File: src/rtl/cpu_pkg.sv
// Shared types and helpers for the CPU interrupt path.
package cpu_pkg;

    typedef enum logic [1:0] {
        IRQ_IDLE,
        IRQ_REQUEST,
        IRQ_SERVICE
    } irq_state_t;

    localparam int IRQ_VECTOR_W = 16;

    // Handler entry address; all arithmetic stays in 16 bits and wraps.
    function automatic logic [IRQ_VECTOR_W-1:0] irq_vector_addr(
        input logic [IRQ_VECTOR_W-1:0] base,
        input logic [IRQ_VECTOR_W-1:0] stride,
        input logic [IRQ_VECTOR_W-1:0] idx
    );
        return base + stride * idx;
    endfunction

endpackage

File: src/rtl/irq_priority_enc.sv
// Fixed-priority encoder: the lowest set bit wins. Returns the one-hot winner, its index and a valid flag.
module irq_priority_enc #(
    parameter int W     = 4,
    parameter int IDX_W = 2
) (
    input  logic [W-1:0]     req,
    output logic [W-1:0]     onehot,
    output logic [IDX_W-1:0] idx,
    output logic             valid
);

    // Scan from the top down so the lowest set bit is the last one to overwrite.
    always_comb begin
        onehot = '0;
        idx    = '0;
        valid  = 1'b0;
        for (int i = W - 1; i >= 0; i--) begin
            if (req[i]) begin
                onehot    = '0;
                onehot[i] = 1'b1;
                idx       = IDX_W'(i);
                valid     = 1'b1;
            end
        end
    end

endmodule

File: src/rtl/interrupt_controller.sv
// Interrupt controller: latches IRQ lines into pending, masks them, grants the lowest-index
// unmasked request and sequences it through REQUEST -> SERVICE -> IDLE using the CPU FSM strobes.
// Build option: IRQ_EDGE_DETECT_EN selects rising-edge capture; otherwise lines are level-sensitive.
//
// Handshake with the CPU FSM: a nonzero 'interrupt' is a valid request that stays stable until
// the FSM answers with save_state (accept); the grant then stays up through SERVICE until
// restore_state (return). Strobes arriving in any other state are ignored and set 'spurious'.
module interrupt_controller
    import cpu_pkg::*;
#(
    parameter int                       INTERRUPT_WIDTH = 4,
    parameter logic [IRQ_VECTOR_W-1:0]  VECTOR_BASE     = 16'h0,
    parameter int                       VECTOR_STRIDE   = 7
) (
    input  logic                        clk,
    input  logic                        rst,
    input  logic [INTERRUPT_WIDTH-1:0]  irq_in,
    input  logic                        mask_wr,
    input  logic [INTERRUPT_WIDTH-1:0]  mask_data,
    input  logic                        save_state,
    input  logic                        restore_state,
    output logic [INTERRUPT_WIDTH-1:0]  interrupt,
    output logic [IRQ_VECTOR_W-1:0]     vector,
    output logic [INTERRUPT_WIDTH-1:0]  irq_mask,
    output logic [INTERRUPT_WIDTH-1:0]  pending,
    output logic                        busy,
    output logic                        spurious,
    output irq_state_t                  state_dbg
);

    localparam int IDX_W = (INTERRUPT_WIDTH > 1) ? $clog2(INTERRUPT_WIDTH) : 1;

    irq_state_t                 state, state_nxt;
    logic [INTERRUPT_WIDTH-1:0] unmasked;
    logic [INTERRUPT_WIDTH-1:0] enc_onehot;
    logic [IDX_W-1:0]           enc_idx;
    logic                       enc_valid;
    logic [INTERRUPT_WIDTH-1:0] set_mask;
    logic [INTERRUPT_WIDTH-1:0] clr_mask;
    logic                       grant_load;
    logic                       accept;
    logic                       release_grant;
    logic                       bad_strobe;

`ifdef IRQ_EDGE_DETECT_EN
    logic [INTERRUPT_WIDTH-1:0] irq_prev;

    // Previous line levels for rising-edge detection; zero out of reset so a high line counts once.
    always_ff @(posedge clk or posedge rst) begin
        if (rst) irq_prev <= '0;
        else     irq_prev <= irq_in;
    end

    assign set_mask = irq_in & ~irq_prev;
`else
    assign set_mask = irq_in;
`endif

    assign unmasked = pending & irq_mask;

    irq_priority_enc #(
        .W     (INTERRUPT_WIDTH),
        .IDX_W (IDX_W)
    ) u_prio (
        .req    (unmasked),
        .onehot (enc_onehot),
        .idx    (enc_idx),
        .valid  (enc_valid)
    );

    assign grant_load    = (state == IRQ_IDLE) && enc_valid;
    assign accept        = (state == IRQ_REQUEST) && save_state;
    assign release_grant = (state == IRQ_SERVICE) && restore_state;
    assign bad_strobe    = (save_state && (state != IRQ_REQUEST)) ||
                           (restore_state && (state != IRQ_SERVICE));
    assign clr_mask      = accept ? interrupt : '0;
    assign busy          = (state == IRQ_SERVICE);
    assign state_dbg     = state;

    // State register.
    always_ff @(posedge clk or posedge rst) begin
        if (rst) state <= IRQ_IDLE;
        else     state <= state_nxt;
    end

    // Next-state: grant from IDLE, accept on save_state, return on restore_state.
    always_comb begin
        state_nxt = state;
        case (state)
            IRQ_IDLE:    if (enc_valid)     state_nxt = IRQ_REQUEST;
            IRQ_REQUEST: if (save_state)    state_nxt = IRQ_SERVICE;
            IRQ_SERVICE: if (restore_state) state_nxt = IRQ_IDLE;
            default:                        state_nxt = IRQ_IDLE;
        endcase
    end

    // Grant and vector are captured once in IDLE and held until the return strobe.
    always_ff @(posedge clk or posedge rst) begin
        if (rst) begin
            interrupt <= '0;
            vector    <= '0;
        end else if (grant_load) begin
            interrupt <= enc_onehot;
            vector    <= irq_vector_addr(VECTOR_BASE, IRQ_VECTOR_W'(VECTOR_STRIDE),
                                         IRQ_VECTOR_W'(enc_idx));
        end else if (release_grant) begin
            interrupt <= '0;
            vector    <= '0;
        end
    end

    // Pending requests: a new request wins over the accept-cycle clear of the same line.
    always_ff @(posedge clk or posedge rst) begin
        if (rst) pending <= '0;
        else     pending <= (pending & ~clr_mask) | set_mask;
    end

    // Software mask; all lines enabled out of reset.
    always_ff @(posedge clk or posedge rst) begin
        if (rst)          irq_mask <= '1;
        else if (mask_wr) irq_mask <= mask_data;
    end

    // Sticky flag for strobes that do not match the current state.
    always_ff @(posedge clk or posedge rst) begin
        if (rst)             spurious <= 1'b0;
        else if (bad_strobe) spurious <= 1'b1;
    end

endmodule

File: config.mk
export PLATFORM = sky130hd
export DESIGN_NAME = interrupt_controller
export DESIGN_NICKNAME = d
export VERILOG_FILES = /design/src/rtl/cpu_pkg.sv /design/src/rtl/irq_priority_enc.sv /design/src/rtl/interrupt_controller.sv
export SDC_FILE = /design/constraint.sdc
export NUM_CORES = 1
export LEC_CHECK = 0
export ABC_AREA = 1
export CAP_MARGIN = 10
export CORE_MARGIN = 10
export CORE_UTILIZATION = 45
export CTS_CLUSTER_DIAMETER = 200
export DETAILED_ROUTE_END_ITERATION = 16
export GPL_TIMING_DRIVEN = 0
export PLACE_DENSITY = 0.94
export SLEW_MARGIN = 40
export SYNTH_ARGS = -nofsm -noshare
export SYNTH_HDL_FRONTEND = slang
export SYNTH_HIERARCHICAL = 1
export SYNTH_SLANG_ARGS = --single-unit
File: constraint.sdc
create_clock -name clk -period 2.51 [get_ports clk]
set_input_delay 0.251 -clock clk [delete_from_list [all_inputs] [get_ports clk]]
set_output_delay 0.251 -clock clk [all_outputs]
set_load 0.02 [all_outputs]
Word-level counts from Yosys, hierarchy flattened
Cells that the tools add are included.
{"block": "classes", "eq_ne": 7, "muxes": 21, "bitwise_logic": 4, "n_reduce_logical": 9, "n_mul": 1}
{"operator": "$mux 16", "count": 2}
{"operator": "$mux 4", "count": 7}
{"operator": "$mux 2", "count": 7}
{"operator": "$and 4x4->4", "count": 2}
{"operator": "$ne 2x2->1 const B", "count": 4}
{"operator": "$pmux 2 s3", "count": 1}
{"operator": "$logic_and 1x1->1", "count": 5}
{"operator": "$mul 3x2->5 const A", "count": 1}
{"operator": "$mux 1", "count": 4}
{"operator": "$not 4->4", "count": 1}
{"operator": "$or 4x4->4", "count": 1}
{"operator": "$reduce_and 3->1", "count": 1}
{"operator": "$eq 2x1->1 const B", "count": 1}
{"operator": "$eq 2x2->1 const B", "count": 1}
{"operator": "$logic_not 2->1", "count": 1}
{"operator": "$ne 2x1->1 const B", "count": 1}
{"operator": "$reduce_bool 2->1", "count": 1}
{"operator": "$logic_or 1x1->1", "count": 1}
{"block": "totals", "word_cells": 48, "input_bits": 13, "register_bits": 31}

Depth between registers and ports, before layout
Gate-level depths: netlist (run 1).
{"block": "depth", "depth_word": 7, "depth_mapped": 10, "mapped_depth_nobuf": 10}

Hierarchy
Netlist (run 1), hierarchy kept.
{"mod": "interrupt_controller", "area_each_um2": 1027.2, "instances": 1, "cells_per_inst": 120, "seq_area_each_um2": 505.5}
{"mod": "irq_priority_enc", "area_each_um2": 65.1, "instances": 1, "cells_per_inst": 15, "seq_area_each_um2": 0.0}

Worst setup path after synthesis (run 1)
Ideal clock, no wire load.
{"block": "synth_path", "path_type": "reg2reg", "startpoint": "register irq_mask[2]", "endpoint": "register vector[1]", "arrival_ns": 1.342, "synth_period_minus_slack_ns": 1.461, "setup_slack_ns": 1.049, "t_required_ns": 2.392, "path_stages_with_launch": 9, "path_cell_list": "dfstp_2 nand2_1 inv_1 nor2_1 nor2_1 inv_1 ha_1 nand2_1 nand2_1"}
{"block": "synth_via", "elab_chain_len": 6, "elab_cells_between_ends": 11, "classes_between": "mul (1); mux (7); bitwise (1); reduce/logical (2)"}
{"item": "start: declaration", "line": "interrupt_controller.sv:24", "rtl": "output logic [INTERRUPT_WIDTH-1:0] irq_mask,"}
{"item": "start signal: assignment", "line": "interrupt_controller.sv:121", "rtl": "else if (mask_wr) irq_mask <= mask_data;"}
{"item": "$and 4x4->4", "line": "interrupt_controller.sv:59", "rtl": "assign unmasked = pending & irq_mask;"}
{"item": "net unmasked[2]", "line": "interrupt_controller.sv:34", "rtl": "logic [INTERRUPT_WIDTH-1:0] unmasked;"}
{"item": "$mux 2 (3 in series)", "line": "irq_priority_enc.sv:18", "rtl": "if (req[i]) begin"}
{"item": "net enc_idx[1]", "line": "interrupt_controller.sv:36", "rtl": "logic [IDX_W-1:0] enc_idx;"}
{"item": "$mul 3x2->5", "line": "cpu_pkg.sv:18", "rtl": "return base + stride * idx;"}
{"item": "$mux 16", "line": "interrupt_controller.sv:102", "rtl": "end else if (grant_load) begin"}
{"item": "end signal: assignment", "line": "interrupt_controller.sv:104", "rtl": "vector <= irq_vector_addr(VECTOR_BASE, IRQ_VECTOR_W'(VECTOR_STRIDE),"}
{"item": "end: declaration", "line": "interrupt_controller.sv:23", "rtl": "output logic [IRQ_VECTOR_W-1:0] vector,"}
The timed path passes the listed nets, and every way through them passes these cells.
A chain may end at the register's enable or synchronous reset.

Worst setup path after layout (run 1)
{"block": "layout_path", "startpoint": "register state[0] (netlist: state_dbg[0])", "endpoint": "output port busy"}
{"block": "layout_via", "elab_chain_len": 1}
{"item": "start: declaration", "line": "interrupt_controller.sv:33", "rtl": "irq_state_t state, state_nxt;"}
{"item": "start signal: assignment", "line": "interrupt_controller.sv:83", "rtl": "else state <= state_nxt;"}
{"item": "$eq 2x2->1", "line": "interrupt_controller.sv:77", "rtl": "assign busy = (state == IRQ_SERVICE);"}
{"item": "end: declaration", "line": "interrupt_controller.sv:26", "rtl": "output logic busy,"}
No other way between the ends.

==> results of run 1 <==
-- registers in the layout, summed over array words and instances (netlist names) --
name       flops
vector         5
state_dbg      2
spurious       1
interrupt      4
pending        4
irq_mask       4
-- routing by layer --
metal,up-vias,wire [um]
met5,-,0
met4,0,8
met3,2,269
met2,38,1260
met1,417,1040
li1,483,-
-- how the worst max path moves through the flow --
stage / startpoint / to / slack [ps] / depth (start not counted)
2_1_floorplan: irq_mask[2] / vector[1] / 1050 / 8
3_3_place_gp: state_dbg[0] / busy / 970 / 5
3_5_place_dp: state_dbg[0] / busy / 960 / 5
4_1_cts: state_dbg[0] / busy / 620 / 5
5_1_grt: state_dbg[0] / busy / 540 / 5
6_report: state_dbg[0] / busy / 640 / 5
-- power breakdown --
group / switching (mW) / leakage, nW / total [mW] / internal, mW
Clock: 0.0946 / 0.0150 / 0.156 / 0.0618
Sequential: 0.0733 / 0.229 / 0.492 / 0.419
Combinational: 0.434 / 0.570 / 0.751 / 0.316
Total: 0.602 / 0.814 / 1.40 / 0.797
-- kinds of logic (layout without fill, tap and decap cells) --
family          after synthesis  after routing
fa+ha+maj                     3              3
flops                        20             20
compound gates                7              7
other cells                   1             11
buf+inv                      37             74
simple gates                 67             67
-- metrics by stage --
step | hold WS [ps] | power, mW | std cells | utilization (%)
floorplan | 212 | 0.950 | 145 | -
global route | 332 | 1.50 | 210 | 67.5
global placement | 447 | 1.23 | 206 | 66.3
finish | 267 | 1.40 | 210 | 67.5
CTS | 387 | 1.41 | 210 | 67.5
detailed placement | 457 | 1.25 | 206 | 66.3
-- cell usage in the layout (no fill, tap or decap), drive strengths merged --
| master | count |
|---|---|
| o21ai | 6 |
| clkinv | 1 |
| nand4 | 4 |
| inv | 23 |
| clkdlybuf4s50 | 33 |
| nand3 | 13 |
| ha | 3 |
| buf | 13 |
| nand2 | 44 |
| clkbuf | 4 |
| nor2 | 6 |
| a21oi | 1 |
| dfstp | 4 |
| conb | 11 |
| dfrtp | 16 |
-- layout make-up --
type / count / share of cell area (%)
clock buffers: 4 / 1.73
multi-input cells: 88 / 28.1
inverters: 24 / 6.25
repair buffers: 33 / 21.7
flip-flops and latches: 20 / 33.2
well taps: 28 / 2.30
plain buffers: 13 / 6.66
==> metrics.yaml, run 1 <==
run_status:
  status: "finished, final reports clean"
die:
  initial_core_util_pct: 48.4
  coreArea_sq_mm: 0.00225
  ioPinCount: 45
  fp-row-count: 17
  die_y_um: 69.3
  die_area_sq_mm: 0.00480
  die_w_um: 69.3
worst_setup_path:
  critical_path_class: "reg2out"
  crit_family: "buffers and inverters"
  crit_chain: "buf_6 -> inv_6 -> nand2_1 -> inv_1 -> clkdlybuf4s50_1"
  r2r_end: "vector[1]"
  r2r_cells: 8
  reg2reg_slack_ps: 970
  path_max_fanout: 8
  crit_path_end_kind: "output pin"
  timing.rr.start: "irq_mask[2]"
  critical_path_arrival_ps: 1620
  critPathRequiredTime_ps: 2260
  critPathMaxStageDelay_ps: 590
  critPathLaunchType: "register"
  cp_slowest_cell: "clkdlybuf4s50_1"
  cp.buffers_inverters: 4
synthesis:
  synth_largest_type_area_fraction_pct: 36.7
  synth_top_family_by_area: "simple AND/OR/NAND/NOR gates"
  synthTopCellsByCount: "41 x nand2_1, 19 x inv_1, 16 x dfrtp_1"
  netlist_area_sq_mm: 0.00109
  yosys.area_share.simple_pct: 28.8
  yosys.area_share.adder_pct: 3.44
  synth_cell_types: 20
  ys_ff_latch: 20
  synth_compound_area_share_pct: 3.21
  synth.area.mux_share_pct: 0
  synth-seq-area-share_pct: 46.3
  synth_edf_count: 0
  synth_area_per_cell_sq_um: 8.09
  ys.flop_type: "dfrtp_1"
  yosysTopAreaCell: "dfrtp_1"
  syn_inst: 135
  ys_warn_count: 6
  synth_xor_area_share_pct: 0
  async_flop_share_pct: 100
  synth_most_common_cell: "nand2_1"
  synth.area.top_cells: "dfrtp_1 37%, nand2_1 14%, dfstp_2 9.6%"
grt:
  grt-busiest-layer: "met2"
  grt_pass1_wl_um: 4310
  use_met1_pct: 11.4
  grt_remaining_overflow: 0
  grt_start_max_net_pins: 21
  grt_use_total_pct: 10.6
  use_met2_pct: 17.7
  use_met3_pct: 4.85
  antenna_found_initial: 0
  grt_pass1_vias: 918
detailed_routing:
  drt_wl_total_um: 2570
  dr_total_vias: 940
  wl_per_cell_um: 12.2
  drtAntennaViolNets: 0
  via_per_inst: 4.48
  first_iter_violations: 41
  drc: 0
  firstDrtPassIters: 4
final_layout:
  final-seq-area_sq_um: 505
  multiInputGateArea_sq_um: 428
  drive_gt1_share_pct: 17.0
  antenna_cells: 0
  design_area_sq_mm: 0.00152
  layout.nets: 199
  nFillCells: 189
  syn_to_final_growth_pct: 39.3
timing:
  fin_ws_ps: 638
  slew_headroom_pct: 53.8
  finalSetupViolCount: 0
  fin_crit_sh_pct: 74.6
  slew_violations: 0
  fin_skew_ps: 14.9
  rsz0062_at_grt: "no"
  max_freq_mhz: 534
  tns_ps: 0
  tightestPinTransition_ps: 688
  hold_viol: 0
  post-route-min-period_ps: 1870
clock_network:
  cts_tree: "done"
  hold_buffers: 0
  clk_path_buf_depth: 2
  path_clk_slew_ps: 120
  cts_made_buffers: 3
  cts_resized: 0
  htreeDepth: 1
  post_cts_buffers: 0
  cts_num_sinks: 20
  root_buffer: "clkbuf_4"
  clkLatencyLatePin_ps: 300
place:
  io_buffers: 33
  detailed_place_hpwl_um: 2090
  dpl_cell_area_sq_mm: 0.00150
  pre_cts_ws_ps: 956
  place.gp.congestion: 0.793
run:
  drv_cap: 0
power_and_ir_drop:
  p_leak_nw: 0.814
  power.density_mw_per_mm2: 920
  peakVddDrop_v: 0.000579
hold_path:
  min_path_type: "in2async"
Note: power is estimated with default switching activity, not from simulation.
==> run 2, diff against run 1 <==
- CORE_UTILIZATION: 45 -> 42
- PLACE_DENSITY: 0.94 -> 0.9
- clock period: 2.51 -> 1.9 ns (I/O delays scaled with it)
==> run 2 against run 1 <==
Cell count rose by 0.48%. Count of clock-buffer cells in the layout fell by 1. Sequential share of layout area barely moved. Critical path type unchanged. Largest power group unchanged. Largest cell class unchanged. Global-route usage fell by 0.62 points. Via count fell by 2.9%. Setup slack got worse by 400 ps. Die area rose by 5.1%. Non-clock buffer count did not move. Worst hold slack got worse by 65 ps. Total power rose by 30%.
==> metrics.yaml, run 2 (synthesized netlist as in run 1, its figures left out) <==
timing:
  tns_ps: 0
  fin_crit_sh_pct: 87.4
  tightestPinTransition_ps: 691
  finalSetupViolCount: 0
  max_freq_mhz: 602
  slew_violations: 0
  rsz0062_at_grt: "no"
  slew_headroom_pct: 53.7
  hold_viol: 0
  fin_skew_ps: 3.70
  post-route-min-period_ps: 1660
clock_network:
  root_buffer: "clkbuf_4"
  post_cts_buffers: 0
  htreeDepth: 1
  clkLatencyLatePin_ps: 300
  cts_tree: "done"
  hold_buffers: 0
  path_clk_slew_ps: 110
  cts_made_buffers: 3
  cts_num_sinks: 20
  clk_path_buf_depth: 2
grt:
  grt_pass1_vias: 930
  grt_start_max_net_pins: 21
  grt_remaining_overflow: 0
  grt_use_total_pct: 10.0
  grt_pass1_wl_um: 4160
  antenna_found_initial: 0
detailed_routing:
  firstDrtPassIters: 4
  drc: 0
  via_per_inst: 4.33
  wl_per_cell_um: 11.4
  drt_wl_total_um: 2410
  first_iter_violations: 19
  drtAntennaViolNets: 0
  dr_total_vias: 913
worst_setup_path:
  critical_path_class: "reg2out"
  reg2reg_slack_ps: 380
  r2r_cells: 8
  critPathLaunchType: "register"
  critical_path_arrival_ps: 1470
  cp_slowest_cell: "clkdlybuf4s50_1"
  cp-startpoint: "irq_mask[3]"
  crit_chain: "clkdlybuf4s50_1"
  r2r_end: "vector[1]"
  cp.depth: 1
  crit_end: "irq_mask[3]"
  critPathMaxStageDelay_ps: 610
  crit_family: "buffers and inverters"
  critPathRequiredTime_ps: 1710
  cp.buffers_inverters: 1
  timing.rr.start: "irq_mask[3]"
  path_max_fanout: 3
  crit_path_end_kind: "output pin"
die:
  ioPinCount: 45
  die_y_um: 71.0
  fp-row-count: 18
  die_area_sq_mm: 0.00504
  initial_core_util_pct: 44.1
  die_w_um: 71.0
  coreArea_sq_mm: 0.00248
final_layout:
  drive_gt1_share_pct: 17.1
  design_area_sq_mm: 0.00152
  largest_register_ffs: 5
  layout.nets: 199
  fin_cells: 211
  antenna_cells: 0
  final_common_cell: "nand2_1"
  mostFrequentLayoutCells: "41 x nand2_1, 32 x clkdlybuf4s50_1, 18 x inv_1"
  regMostFlops: "vector"
  syn_to_final_growth_pct: 39.4
power_and_ir_drop:
  peakVddDrop_v: 0.000762
  power.density_mw_per_mm2: 1200
  p_leak_nw: 0.829
place:
  detailed_place_hpwl_um: 1990
  dpl.cell_count: 208
  dpl_cell_area_sq_mm: 0.00150
  io_buffers: 33
  place.gp.congestion: 0.756
hold_path:
  min_path_type: "in2async"
run_status:
  status: "finished, final reports clean"
run:
  drv_cap: 0
==> run 2: what timing repair did <==
| action | CTS | global route |
|---|---|---|
| endpoints found under the hold margin | 0 | 0 |
| setup endpoints to repair | 0 | 1 |
| gates resized for setup | 0 | 1 |
==> run 2: worst min-delay path by stage <==
stage / startpoint / cells past startpoint / to
floorplan: rst / 1 / interrupt[0]
global placement: spurious / 2 / spurious
detailed placement: spurious / 2 / spurious
CTS: rst / 2 / interrupt[1]
global route: rst / 2 / interrupt[1]
finish: rst / 2 / interrupt[1]
==> run 2: layer usage <==
metal	track usage [%]	vias to the layer above	share of wire, %
met5	0	-	0
met4	5.81	0	2.1
li1	-	488	-
met2	16.3	34	47
met1	10.5	386	41
met3	4.46	5	9.6
==> run 2: per-stage QoR <==
step	utilization (%)	worst slack, ps	power [mW]	hold slack [ps]
2_1_floorplan	-	439	1.26	151
3_3_place_gp	60.5	417	1.62	443
3_5_place_dp	60.5	389	1.65	451
4_1_cts	61.4	73.0	1.84	326
5_1_grt	61.5	184	1.97	246
6_report	61.5	239	1.82	201
==> run 2: report_power, final <==
group | switching [mW] | internal (mW)
clock network | 0.125 | 0.0740
logic | 0.559 | 0.417
registers | 0.0914 | 0.554
total | 0.776 | 1.04
==> run 2: final cells by class <==
cell class / instances / area, sq um
Buffer: 13 / 101
Inverter: 24 / 95.1
Tap cell: 30 / 37.5
Fill cell: 211 / 955
Timing Repair Buffer: 33 / 333
Sequential cell: 20 / 505
Clock buffer: 3 / 22.5
Multi-Input combinational cell: 88 / 428
